**src/rtl/change_dispenser.sv**
```systemverilog
// change_dispenser: pays out a change amount as 1000/500/100/50 notes,
// one note per handshake with the ejector, with greedy denomination pick
// and per-denomination stock tracking.
// Optional: define CHANGE_DISPENSER_TIMEOUT_EN to abort a note request
// that is not acknowledged within ACK_TIMEOUT cycles.
module change_dispenser #(
  parameter int INIT_1000   = 8,
  parameter int INIT_500    = 8,
  parameter int INIT_100    = 16,
  parameter int INIT_50     = 16,
  parameter int ACK_TIMEOUT = 255
) (
  input  logic        clk,
  input  logic        rst,
  input  logic        start,
  input  logic [13:0] amount,
  input  logic        restock,
  input  logic        note_ack,
  output logic        out_tk1000,
  output logic        out_tk500,
  output logic        out_tk100,
  output logic        out_tk50,
  output logic        busy,
  output logic        done,
  output logic        error,
  output logic [13:0] remaining,
  output logic [13:0] dispensed,
  output logic [7:0]  stock_1000,
  output logic [7:0]  stock_500,
  output logic [7:0]  stock_100,
  output logic [7:0]  stock_50
);

  typedef enum logic [2:0] {IDLE, SELECT, ISSUE, DONE, ERR} state_t;

  // Index 3 is the largest note; the greedy scan walks 3 down to 0.
  localparam logic [3:0][13:0] DEN  = {14'd1000, 14'd500, 14'd100, 14'd50};
  localparam logic [3:0][7:0]  INIT = {8'(INIT_1000), 8'(INIT_500),
                                       8'(INIT_100),  8'(INIT_50)};

  state_t           state, state_n;
  logic [3:0]       req, req_n;
  logic             busy_n, done_n, error_n;
  logic [13:0]      rem_n, disp_n;
  logic [3:0][7:0]  stk, stk_n;
  logic             found;

`ifdef CHANGE_DISPENSER_TIMEOUT_EN
  localparam logic [7:0] TO_LAST = 8'(ACK_TIMEOUT - 1);
  logic [7:0] cnt, cnt_n;
`endif

  // State and all outputs are registered here.
  always_ff @(posedge clk or negedge rst) begin
    if (!rst) begin
      state     <= IDLE;
      req       <= '0;
      busy      <= 1'b0;
      done      <= 1'b0;
      error     <= 1'b0;
      remaining <= '0;
      dispensed <= '0;
      stk       <= INIT;
`ifdef CHANGE_DISPENSER_TIMEOUT_EN
      cnt       <= '0;
`endif
    end else begin
      state     <= state_n;
      req       <= req_n;
      busy      <= busy_n;
      done      <= done_n;
      error     <= error_n;
      remaining <= rem_n;
      dispensed <= disp_n;
      stk       <= stk_n;
`ifdef CHANGE_DISPENSER_TIMEOUT_EN
      cnt       <= cnt_n;
`endif
    end
  end

  // Next-state and next-output logic; every register holds by default
  // except done, which is a single-cycle pulse.
  always_comb begin
    state_n = state;
    req_n   = req;
    busy_n  = busy;
    done_n  = 1'b0;
    error_n = error;
    rem_n   = remaining;
    disp_n  = dispensed;
    stk_n   = stk;
    found   = 1'b0;
`ifdef CHANGE_DISPENSER_TIMEOUT_EN
    cnt_n   = cnt;
`endif
    case (state)
      IDLE: begin
        if (start) begin
          rem_n   = amount;
          disp_n  = '0;
          error_n = 1'b0;
          busy_n  = 1'b1;
          state_n = SELECT;
        end else if (restock) begin
          stk_n = INIT;
        end
      end
      SELECT: begin
`ifdef CHANGE_DISPENSER_TIMEOUT_EN
        cnt_n = '0;
`endif
        if (remaining == '0) begin
          state_n = DONE;
        end else begin
          // Largest note that fits and is in stock; no backtracking.
          for (int i = 3; i >= 0; i--) begin
            if (!found && remaining >= DEN[i] && stk[i] != 8'd0) begin
              found    = 1'b1;
              req_n    = '0;
              req_n[i] = 1'b1;
            end
          end
          state_n = found ? ISSUE : ERR;
        end
      end
      ISSUE: begin
        if (note_ack) begin
          for (int i = 0; i < 4; i++) begin
            if (req[i]) begin
              rem_n    = remaining - DEN[i];
              disp_n   = dispensed + DEN[i];
              stk_n[i] = stk[i] - 8'd1;
            end
          end
          req_n   = '0;
          state_n = SELECT;
        end
`ifdef CHANGE_DISPENSER_TIMEOUT_EN
        else if (cnt == TO_LAST) begin
          // Ejector never answered: drop the request, book nothing.
          req_n   = '0;
          state_n = ERR;
        end else begin
          cnt_n = cnt + 8'd1;
        end
`endif
      end
      DONE: begin
        done_n  = 1'b1;
        busy_n  = 1'b0;
        state_n = IDLE;
      end
      ERR: begin
        error_n = 1'b1;
        busy_n  = 1'b0;
        state_n = IDLE;
      end
      default: state_n = IDLE;
    endcase
  end

  assign out_tk1000 = req[3];
  assign out_tk500  = req[2];
  assign out_tk100  = req[1];
  assign out_tk50   = req[0];
  assign stock_1000 = stk[3];
  assign stock_500  = stk[2];
  assign stock_100  = stk[1];
  assign stock_50   = stk[0];

endmodule

```
**config.mk**
```make
export PLATFORM = sky130hd
export DESIGN_NAME = change_dispenser
export DESIGN_NICKNAME = d
export VERILOG_FILES = /design/src/rtl/change_dispenser.sv
export SDC_FILE = /design/constraint.sdc
export NUM_CORES = 1
export LEC_CHECK = 0
export CAP_MARGIN = 20
export CORE_ASPECT_RATIO = 1.2
export CORE_MARGIN = 1
export CORE_UTILIZATION = 30
export DETAILED_ROUTE_END_ITERATION = 10
export GPL_ROUTABILITY_DRIVEN = 1
export SLEW_MARGIN = 20
export SYNTH_ARGS = -nofsm -noshare
export SYNTH_HDL_FRONTEND = slang
export SYNTH_SLANG_ARGS = --single-unit
```
**constraint.sdc**
```tcl
create_clock -name clk -period 3.1 [get_ports clk]
set_input_delay 0.62 -clock clk [delete_from_list [all_inputs] [get_ports clk]]
set_output_delay 0.62 -clock clk [all_outputs]
set_load 0.03 [all_outputs]
```
### Word level (Yosys, flattened, before mapping)

Index checks and enable logic that the tools add are counted.
W data, S select, Z words.

| operators by class | value |
|---|---|
| add/sub/neg operators | 12 |
| magnitude comparators | 4 |
| eq/ne operators | 15 |
| mux-type cells | 51 |
| reduce and logical (&&, ||, !) cells | 30 |

Operator list:

| kind | count |
|---|---|
| $mux W14 | 12 |
| $mux W32 | 3 |
| $pmux W32 S2 | 1 |
| $pmux W14 S2 | 2 |
| $mux W8 | 4 |
| $reduce_bool A8 Y1 | 4 |
| $sub A8 B1 Y8 const B | 4 |
| $mux W4 | 6 |
| $reduce_and A5 Y1 | 4 |
| $ne A2 B2 Y1 const B | 9 |
| $mux W1 | 15 |
| $add A14 B10 Y14 const B | 1 |
| $add A14 B6 Y14 const B | 1 |
| $add A14 B7 Y14 const B | 1 |
| $add A14 B9 Y14 const B | 1 |
| $ge A14 B10 Y1 const B | 1 |
| $ge A14 B6 Y1 const B | 1 |
| $ge A14 B7 Y1 const B | 1 |
| $ge A14 B9 Y1 const B | 1 |
| $logic_not A14 Y1 | 1 |
| $sub A14 B10 Y14 const B | 1 |
| $sub A14 B6 Y14 const B | 1 |
| $sub A14 B7 Y14 const B | 1 |
| $sub A14 B9 Y14 const B | 1 |
| other kinds (15) | 35 |

| storage, ports and cells | value |
|---|---|
| register bits | 70 |
| bits of input ports | 19 |
| word-level logic and storage cells | 123 |

### Longest topological paths before layout

Gate-level depths: netlist of run 1.

| logic depth | value |
|---|---|
| word-level depth | 26 |
| depth in mapped cells | 9 |
| gate-level depth less buffers | 8 |

### Worst setup path after synthesis of run 1

Ideal clock, no wire load.

| timing path | value |
|---|---|
| kind | reg2reg |
| start | reg remaining[3] |
| end | reg remaining[12] |
| setup time | 0.120 ns |
| arrival time | 2.425 ns |
| data required time | 2.980 ns |
| path slack | 0.555 ns |
| stages on the path, launching flop included | 10 |
| path buffers | 1 |
| path through | dfrtp_1 > inv_1 > ha_1 > clkbuf_1 > a21boi_0 > o31ai_1 > a21oi_1 > o31ai_1 > or4_1 > a31o_2 |

| on the way | value |
|---|---|
| word-level cells in the longest chain between the ends | 7 |
| elaborated cells on any way between the ends | 10 |
| classes of those cells | add/sub (4); mux (6) |

Ends and longest elaborated chain:

| what | line | source |
|---|---|---|
| from (decl) | 26 | `output logic [13:0] remaining,` |
| from (signal assigned) | 73 | `remaining <= rem_n;` |
| $sub A14 B6 Y14 | 131 | `rem_n = remaining - DEN[i];` |
| $mux W14 (3 in a row) | 130 | `if (req[i]) begin` |
| $mux W14 * | 130 |  |
| $mux W14 * | 128 | `if (note_ack) begin` |
| $pmux W14 S2 * | 97 | `case (state)` |

Every way passes the cells marked *; elsewhere a longest branch is shown, timed or not. The select of a mux whose other input is x is not followed.
A chain may end at the register's enable or synchronous reset.

### Worst setup path after layout of run 1

Same ends and word-level chain as after synthesis.

==> results of run 1 <==
-- per-layer routing --
layer / vias up / track usage
li1: 2179 / -
met2: 138 / 0.291
met5: - / 0
met1: 2193 / 0.243
met3: 23 / 0.0367
met4: 0 / 0.0702
-- power breakdown --
group | internal (W) | leakage (nW) | switching [W]
Combinational | 0.00161 | 1.46 | 0.00239
Clock | 0.000563 | 0.141 | 0.000462
Sequential | 0.00125 | 0.884 | 0.000602
-- cell usage in the layout (no fill, tap or decap), types with 12 or more instances in the layout --
master           netlist  routed
xnor2_1               17      17
o22ai_1               12      12
o21ai_0               36      36
nor2_1                53      53
buf_4                  1      13
nand2_1               64      64
nor3_1                14      14
ha_1                  21      21
clkdlybuf4s50_1        0      83
inv_1                 20      20
dfrtp_1               65      65
a21oi_1               34      34
nor4_1                19      19
nand3_1               12      12
-- how the worst min path moves through the flow --
stage               slack, ns             to  cells after the start
finish                   0.30   dispensed[4]                      2
global route             0.34  stock_1000[5]                      2
detailed placement       0.51          error                      1
floorplan                0.32           busy                      0
global placement         0.49          error                      1
CTS                      0.31   stock_100[6]                      2
-- logic make-up after synthesis --
family | Yosys count | synth area share
other | 1 | 0.000799
AO/OA/AOI/OAI | 155 | 0.223
flip-flops | 69 | 0.369
multiplexers | 3 | 0.00693
AND/OR/NAND/NOR | 226 | 0.245
buffers and inverters | 52 | 0.0488
XOR/XNOR | 26 | 0.0485
adder cells (fa/ha/maj) | 22 | 0.0581
-- metrics by stage --
| stage | power (W) | hold slack [ns] | instances | worst slack [ns] | area (µm²) |
|---|---|---|---|---|---|
| 2_1_floorplan | 0.00442 | 0.324 | 554 | 0.555 | 4690 |
| 3_3_place_gp | 0.00577 | 0.487 | 824 | 0.402 | 5750 |
| 3_5_place_dp | 0.00584 | 0.506 | 824 | 0.331 | 5750 |
| 4_1_cts | 0.00690 | 0.310 | 840 | 0.590 | 6040 |
| 5_1_grt | 0.00737 | 0.340 | 840 | 0.394 | 6040 |
| 6_report | 0.00687 | 0.297 | 840 | 0.574 | 6040 |
-- flip-flops by register name, summed over array words and instances (netlist names) --
register and flops:
error 1, remaining 14, stock_1000 8, state 3
stock_500 8, stock_50 8, busy 1, done 1
stock_100 8, req 4, dispensed 13
-- worst max-delay path, stage by stage (launching register included) --
cell	delay, ns
dfrtp_1	0.37
inv_1	0.23
ha_1	0.37
a21boi_0	0.31
o31ai_1	0.12
a21oi_1	0.13
o31ai_1	0.15
or4_1	0.49
a31o_2	0.26
-- final cells by class --
cell class / instances / area, µm² / area share
well taps: 204 / 255 / 0.0422
clock buffers: 9 / 225 / 0.0373
inverters: 20 / 75.1 / 0.0124
flip-flops and latches: 69 / 1730 / 0.287
clock inverters: 7 / 65.1 / 0.0108
repair buffers: 98 / 953 / 0.158
multi-input cells: 433 / 2740 / 0.453
==> summary.md, run 1 <==
| Metric | Value |
|---|---|
| Mapped Nets | `594` |
| Final core utilization | `0.399` |
| Most common cell in the netlist | `dfrtp_1` |
| Row count | `49` |
| Fill cell count | `1523` |
| Register area share after synthesis | `0.369` |
| Min Tclk post-route | `2.53 ns` |
| Worst-Skew Late Latency | `0.35 ns` |
| Vias in the first global route | `4425` |
| Hold Fails Final Rpt | `0` |
| Post-cts hold buffer count | `0` |
| Drc violations | `0` |
| VDD IR-drop max | `527 µV` |
| Grt ovf | `0` |
| Yosys top cell area share | `0.347` |
| Period utilisation layout | `0.815` |
| Worst hold path type | `in -> async` |
| Synth top area cells | `dfrtp_1, ha_1, nand2_1, nor2_1, o21ai_0` |
| Critical path launch point type | `flip-flop` |
| Root buffer cell | `clkbuf_16` |
| IO Pins | `86` |
| Status | `complete, no violations` |
| Clock Path Buffers | `2` |
| Die W | `116 µm` |
| Critical Path Source | `remaining[3]` |
| WP data arrival | `2.76 ns` |
| Number of flops mapped to enable cells by yosys | `0` |
| DR vias | `4533` |
| First-pass GRT wire length | `23.0 mm` |
| WS Path Type | `reg -> reg` |
| Vias per cell | `5.40` |
| Setup Buffers After CTS | `0` |
| Synth Register Bits | `69` |
| Core area | `15100 µm²` |
| Max layer used | `met4` |
| LEAKAGE | `2.49 nW` |
| GPL Wtd Cong | `0.844` |
| Met3 wire length | `830 µm` |
| Cell count after synthesis | `554` |
| Largest net degree at the start of global routing | `70` |
| Synth top cells by count | `dfrtp_1, nand2_1, nor2_1` |
| Routed Antenna Nets | `0` |
| Wire length on met1 | `6.37 mm` |
| Worst R2R Path Depth | `8` |
| Initial antenna violation count | `0` |
| Height of the chip | `139 µm` |
| Syn Area/Cell | `8.47 µm²` |
| Leading area contributor after synthesis | `dfrtp_1` |
| Num CTS Buffers | `9` |
| PostCTS Resize Cnt | `0` |
| RSZ-0062 raised after global routing | `no` |
| Met2 wire length | `6.79 mm` |
| I/O Buffers | `84` |
| Crit end category | `flip-flop` |
| Post-Syn Area | `4690 µm²` |
| Worst r2r dst | `remaining[12]` |
| Htree depth | `3` |
| Die area | `16100 µm²` |
| Diode count | `0` |
| Final Net Count | `671` |
| Worst EP required | `3.34 ns` |
| Crit path max fanout | `9` |
| Area grow syn2layout | `28.8%` |
| Pins over their slew limit | `0` |
| DR pass1 iterations | `5` |
| Asr flop ratio synth | `1.00` |
| Setup TNS | `0 ns` |
| TritonCTS clock tree | `done` |
| Initial core utilization | `0.310` |
| Reg2Reg Setup Slack | `0.57 ns` |
| Top_reg_cell synth | `dfrtp_1` |
| Worst-Margin Slew | `0.567 ns` |
| Clk_skew | `0.00967 ns` |
| Power Dens Cells | `1140 nW/µm²` |
| RR Startpoint | `remaining[3]` |
| Slew headroom | `0.612` |
| Initial DRC count | `303` |
| Gr usage total | `0.184` |
| Clock sinks | `69` |
| Detailed Route WL | `14.2 mm` |
| Clock transition at path regs | `0.06 ns` |
| Post-synth cell types | `77` |
| MaxCap Viol Count | `0` |
| Peak Freq | `0.396 GHz` |
| Layout cell share with drive strength beyond 1 | `0.0896` |
| Critical path endpoint | `remaining[12]` |
| HPWL after DPL | `10.1 mm` |
| Finish-stage setup viols | `0` |
| WL/cell | `16.9 µm` |
| Syn. warnings | `0` |
Note: power is estimated with default switching activity, not from simulation.
==> run 2, diff against run 1 <==
- clock period: 3.1 -> 2.4 ns (I/O delays scaled with it)
==> run 2 against run 1 <==
  * Critical path depth did not move
  * Largest power group unchanged
  * Flip-flop and latch count did not move
  * Maximum frequency rose by 9.6%
  * Largest cell class unchanged
  * Clock skew fell by 0.0013 ns
  * Highest routed layer unchanged
  * Via count rose by 3.6%
  * Utilization rose by 2.0 points
  * Die area did not move
  * Sequential share of layout area fell by 1.3 points
==> summary.md, run 2 (synthesized netlist as in run 1, its figures left out) <==
| Metric | Value |
|---|---|
| IO Pins | `86 (unchanged)` |
| Final Net Count | `712 (+6.1%)` |
| Crit end category | `flip-flop` |
| Met2 wire length | `7.11 mm (+4.8%)` |
| Hold Slack | `0.194 ns (-0.102 ns)` |
| RR Startpoint | `remaining[2]` |
| Initial core utilization | `0.310 (unchanged)` |
| Pins over their slew limit | `0 (unchanged)` |
| Die area | `16100 µm² (unchanged)` |
| I/O Buffers | `84 (unchanged)` |
| Power Dens Cells | `1470 nW/µm² (+29%)` |
| MaxCap Viol Count | `0 (unchanged)` |
| Peak Freq | `0.434 GHz (+9.6%)` |
| Num CTS Buffers | `9 (unchanged)` |
| Wire length on met1 | `6.71 mm (+5.3%)` |
| Hold Fails Final Rpt | `0 (unchanged)` |
| RSZ-0062 raised after global routing | `no` |
| Clk_skew | `0.00836 ns (-0.00131 ns)` |
| Grt ovf | `0 (unchanged)` |
| Worst hold path type | `in -> async` |
| Power share of the combinational group | `0.626 (+0.044)` |
| TritonCTS clock tree | `done` |
| First-pass GRT wire length | `23.9 mm (+3.8%)` |
| Clock Path Buffers | `2 (unchanged)` |
| Clock transition at path regs | `0.07 ns (about the same)` |
| Sw Pwr | `0.00456 W (+32%)` |
| Sw frac | `0.489 (-0.0137)` |
| HPWL after DPL | `10.8 mm (+6.0%)` |
| Top reg by flops | `remaining` |
| WL/cell | `16.8 µm (-0.76%)` |
| LEAKAGE | `2.68 nW (+7.8%)` |
| Worst EP required | `2.64 ns (-0.70 ns)` |
| GPL Wtd Cong | `0.861 (+2.0%)` |
| Detailed Route WL | `14.8 mm (+4.1%)` |
| WS Path Type | `reg -> reg` |
| Diode count | `0 (unchanged)` |
| Setup TNS | `0 ns (unchanged)` |
| Critical path launch point type | `flip-flop` |
| DR vias | `4696 (+3.6%)` |
| Largest net degree at the start of global routing | `38 (-46%)` |
| Max layer used | `met4` |
| Crit path max fanout | `5 (-4)` |
| Slew headroom | `0.593 (-0.0193)` |
| Min Tclk post-route | `2.30 ns (-0.222 ns)` |
| Met3 wire length | `697 µm (-16%)` |
| Fill cell count | `1526 (+0.20%)` |
| Clock sinks | `69 (unchanged)` |
| Largest registers | `remaining: 14 flops, dispensed: 13 flops` |
| DR pass1 iterations | `5 (unchanged)` |
| Internal cell power | `0.00477 W (+39%)` |
| WP data arrival | `2.54 ns (-0.22 ns)` |
| Flop pwr share | `0.233 (-0.036)` |
| Finish-stage setup viols | `0 (unchanged)` |
| Core area | `15100 µm² (unchanged)` |
| Status | `complete, no violations` |
| Row count | `49 (unchanged)` |
| Routed Antenna Nets | `0 (unchanged)` |
| VDD IR-drop max | `691 µV (+31%)` |
| Layout cell share with drive strength beyond 1 | `0.155 (+0.0655)` |
| Htree depth | `3 (unchanged)` |
| Non-filler instance count after layout | `881 (+4.9%)` |
| Gr usage total | `0.191 (+0.00734)` |
| Drc violations | `0 (unchanged)` |
| Commonest non-fill, non-tap cell in the layout | `clkdlybuf4s50_1` |
| Number of flip-flops in the largest register | `14 (unchanged)` |
| Worst-Margin Slew | `0.606 ns (+0.0395 ns)` |
| Area grow syn2layout | `35.3%` |
| Die W | `116 µm (unchanged)` |
| Vias per cell | `5.33 (-1.2%)` |
| Period utilisation layout | `0.960 (+0.145)` |
| Initial DRC count | `256 (-16%)` |
| Most frequent cells in the layout | `clkdlybuf4s50_1, nand2_1, dfrtp_1` |
| Root buffer cell | `clkbuf_16` |
| Vias in the first global route | `4611 (+4.2%)` |
| Clock share of power | `0.141 (-0.008)` |
| Total chip power | `0.00932 W (+36%)` |
| Critical Path Source | `remaining[2]` |
| Height of the chip | `139 µm (unchanged)` |
| Cells after DPL | `864 (+4.9%)` |
| Worst-Skew Late Latency | `0.35 ns (about the same)` |
| Initial antenna violation count | `0 (unchanged)` |
run 2: cell count changes in the layout (fill, tap and decap cells not counted), sizes merged:
cell / before / now
inv: 25 / 23
clkinv: 1 / 3
buf: 15 / 56
run 2: power by group through the flow:
stage / clock network (W) / logic (W) / registers (W)
4_1_cts: 0.00134 / 0.00581 / 0.00217
3_3_place_gp: 0 / 0.00570 / 0.00217
5_1_grt: 0.00139 / 0.00635 / 0.00225
6_report: 0.00131 / 0.00584 / 0.00218
2_1_floorplan: 0 / 0.00283 / 0.00289
3_5_place_dp: 0 / 0.00579 / 0.00217
run 2: per-layer routing:
layer | track usage | up-vias
met4 | 0.0688 | 0
met3 | 0.0411 | 24
li1 | - | 2260
met2 | 0.311 | 127
met1 | 0.246 | 2285
met5 | 0 | -
run 2: critical path, stage by stage, from the launching register on:
cell	delay, ns
dfrtp_2	0.40
inv_1	0.18
ha_1	0.18
or3b_2	0.43
a211oi_1	0.35
o32a_1	0.28
nor2_1	0.11
a32oi_1	0.20
nand2_1	0.07
run 2: worst paths after layout:
check | end | slack (ns) | cells after the start
worst max-delay path | req[1] | 0.1 | 8
worst min-delay path | stock_500[0] | 0.19 | 2
worst max register to register | req[1] | 0.1 | 8
worst min register to register | error | 0.51 | 1
max in group asynchronous | remaining[2] | 1.82 | 2
min in group clk | error | 0.51 | 1
run 2: timing repair:
action	CTS	global route
buffers inserted	0	1
resized for setup	0	5
endpoints found under the setup margin	0	3
hold buffers	0	0
run 2: per-stage QoR:
| stage | setup slack [ns] | utilization | area (µm²) |
|---|---|---|---|
| finish | 0.0962 | 0.419 | 6350 |
| global route | 0.00118 | 0.419 | 6350 |
| CTS | 0.0408 | 0.418 | 6330 |
| detailed placement | -0.0700 | 0.399 | 6040 |
| global placement | 0.0162 | 0.399 | 6040 |
| floorplan | 0.0686 | - | 4700 |
run 2: cell type report:
type	instances	area, µm²	area share
repair buffers	139	1250	0.197
flip-flops and latches	69	1740	0.273
inverters	20	75.1	0.0118
well taps	204	255	0.0402
multi-input cells	433	2750	0.433
clock buffers	9	225	0.0355
clock inverters	7	58.8	0.00927
==> run 3, diff against run 2 <==
- CAP_MARGIN: 20 -> default
- CORE_UTILIZATION: 30 -> 53
- PLACE_DENSITY: default -> 0.81
==> run 3 against run 2 <==
  * Wire length is 3.8% lower
  * Total power decreased by 0.87%
  * Cell count shrank 9.4%
  * Critical endpoint is now out_tk1000
  * Maximum frequency rose by 0.14%
  * Sequential power is essentially flat
  * Clock-buffer cell count increased by 1
  * First-iteration DRC count increased by 61%
  * Critical path type is now reg -> out
  * Die area shrank 43%
  * Global-route usage is 13 points higher
==> summary.md, run 3 (synthesized netlist as in run 1, its figures left out) <==
| Metric | Value |
|---|---|
| WL/cell | `17.8 µm (+6.3%)` |
| LEAKAGE | `2.69 nW (+0.28%)` |
| Initial DRC count | `412 (+61%)` |
| Routed Antenna Nets | `0 (unchanged)` |
| DR vias | `4919 (+4.7%)` |
| RSZ-0062 raised after global routing | `no` |
| HPWL after DPL | `10.3 mm (-4.1%)` |
| Critical path launch point type | `flip-flop` |
| Diode count | `0 (unchanged)` |
| Setup ws final | `0.0993 ns (+0.00311 ns)` |
| WS Path Type | `reg -> out` |
| Row count | `37 (-24%)` |
| Commonest non-fill, non-tap cell in the layout | `clkdlybuf4s50_1` |
| Worst EP required | `1.92 ns (-0.72 ns)` |
| Vias in the first global route | `5013 (+8.7%)` |
| Height of the chip | `105 µm (-24%)` |
| Initial core utilization | `0.548 (+0.238)` |
| Status | `complete, no violations` |
| Htree depth | `3 (unchanged)` |
| Core area | `8560 µm² (-43%)` |
| Largest net degree at the start of global routing | `33 (-13%)` |
| Crit path max fanout | `32 (+27)` |
| DR pass1 iterations | `5 (unchanged)` |
| Area grow syn2layout | `33.0%` |
| Top reg by flops | `remaining` |
| I/O Buffers | `84 (unchanged)` |
| First-pass GRT wire length | `23.4 mm (-2.1%)` |
| IO Pins | `86 (unchanged)` |
| Setup Buffers After CTS | `0 (unchanged)` |
| Worst-Margin Slew | `0.594 ns (-0.0123 ns)` |
| Drc violations | `0 (unchanged)` |
| Gr usage total | `0.326 (+0.135)` |
| Most frequent cells in the layout | `clkdlybuf4s50_1, nand2_1, dfrtp_1` |
| Pins over their slew limit | `0 (unchanged)` |
| Period utilisation layout | `0.959 (-0.00130)` |
| MaxCap Viol Count | `0 (unchanged)` |
| Number of flip-flops in the largest register | `14 (unchanged)` |
| Final Net Count | `716 (+0.56%)` |
| Finish-stage setup viols | `0 (unchanged)` |
| Clk_skew | `0.0121 ns (+0.00377 ns)` |
| Clock sinks | `69 (unchanged)` |
| Clock transition at path regs | `0.09 ns (+0.02 ns)` |
| Clock Path Buffers | `2 (unchanged)` |
| Worst hold path type | `in -> async` |
| GPL Wtd Cong | `0.910 (+5.6%)` |
| Peak Freq | `0.435 GHz (+0.14%)` |
| Detailed Route WL | `14.2 mm (-3.8%)` |
| Placed Area | `6010 µm² (-0.56%)` |
| Die W | `87.9 µm (-24%)` |
| TritonCTS clock tree | `done` |
| Grt ovf | `0 (unchanged)` |
| Min Tclk post-route | `2.30 ns (-0.00311 ns)` |
| Fill cell count | `644 (-58%)` |
| Layout cell share with drive strength beyond 1 | `0.160 (+0.00496)` |
| Die area | `9230 µm² (-43%)` |
| Slew headroom | `0.601 (+0.00824)` |
| Crit end category | `output pin` |
| Worst-Skew Late Latency | `0.37 ns (+0.02 ns)` |
| Power Dens Cells | `1480 nW/µm² (+0.82%)` |
| WP data arrival | `1.82 ns (-0.72 ns)` |
| VDD IR-drop max | `775 µV (+12%)` |
| Worst slack, placed | `-0.0334 ns (+0.0366 ns)` |
| Final Cell Area | `6240 µm² (-1.7%)` |
| Vias per cell | `6.16 (+16%)` |
| Num CTS Buffers | `9 (unchanged)` |
| Largest registers | `remaining: 14 flops, dispensed: 13 flops` |
| Initial antenna violation count | `0 (unchanged)` |
| Hold Fails Final Rpt | `0 (unchanged)` |
| Root buffer cell | `clkbuf_8` |
==> run 3: worst paths after layout <==
check                             start      endpoint  slack, ns  depth (start not counted)
max                              req[3]    out_tk1000        0.1                          2
min                                 rst         error       0.07                          1
max reg2reg                remaining[3]        req[1]       0.13                          8
min reg2reg                       error         error       0.54                          1
max in group asynchronous           rst  stock_500[3]       1.69                          2
min in group clk                  error         error       0.54                          1
==> run 3: power breakdown <==
group	internal (W)	switching (W)	leakage, nW	total, W
Clock	0.000588	0.000501	0.111	0.00109
Combinational	0.00251	0.00346	1.70	0.00596
Sequential	0.00161	0.000574	0.882	0.00219
==> run 3: area by class of cell <==
type	instances	area, µm²	area share
sequential	69	1730	0.278
clock buffer	10	128	0.0205
inverter	20	75.1	0.0120
timing repair buffer	143	1320	0.211
multi-input combinational	433	2750	0.441
tap	117	146	0.0235
clock inverter	6	87.6	0.0140
==> run 3: per-stage QoR <==
stage / std cells / setup TNS (ns) / utilization / hold WS [ns] / power [W]
2_1_floorplan: 554 / 0 / - / 0.184 / 0.00572
3_3_place_gp: 782 / 0 / 0.702 / 0.472 / 0.00784
3_5_place_dp: 782 / -0.0334 / 0.702 / 0.478 / 0.00801
4_1_cts: 798 / 0 / 0.727 / 0.0895 / 0.00912
5_1_grt: 798 / 0 / 0.729 / 0.0986 / 0.00986
6_report: 798 / 0 / 0.729 / 0.0715 / 0.00924
==> run 3: critical path: stages (launching register included) <==
cell and delay [ns]:
dfrtp_1 0.36, buf_4 0.34, clkdlybuf4s50_1 0.75
==> run 3: timing repair <==
action / in CTS / in global routing
hold buffers: 0 / 0
endpoints found under the setup margin: 0 / 5
resized for setup: 0 / 8
==> run 3: layer usage <==
metal | global-route usage | wire length (µm) | share of wire | up-vias
met3 | 0.0561 | 912 | 0.064 | 52
li1 | - | - | - | 2263
met1 | 0.377 | 5560 | 0.39 | 2361
met2 | 0.556 | 7220 | 0.51 | 243
met4 | 0.181 | 548 | 0.038 | 0
met5 | 0 | 0 | 0 | -
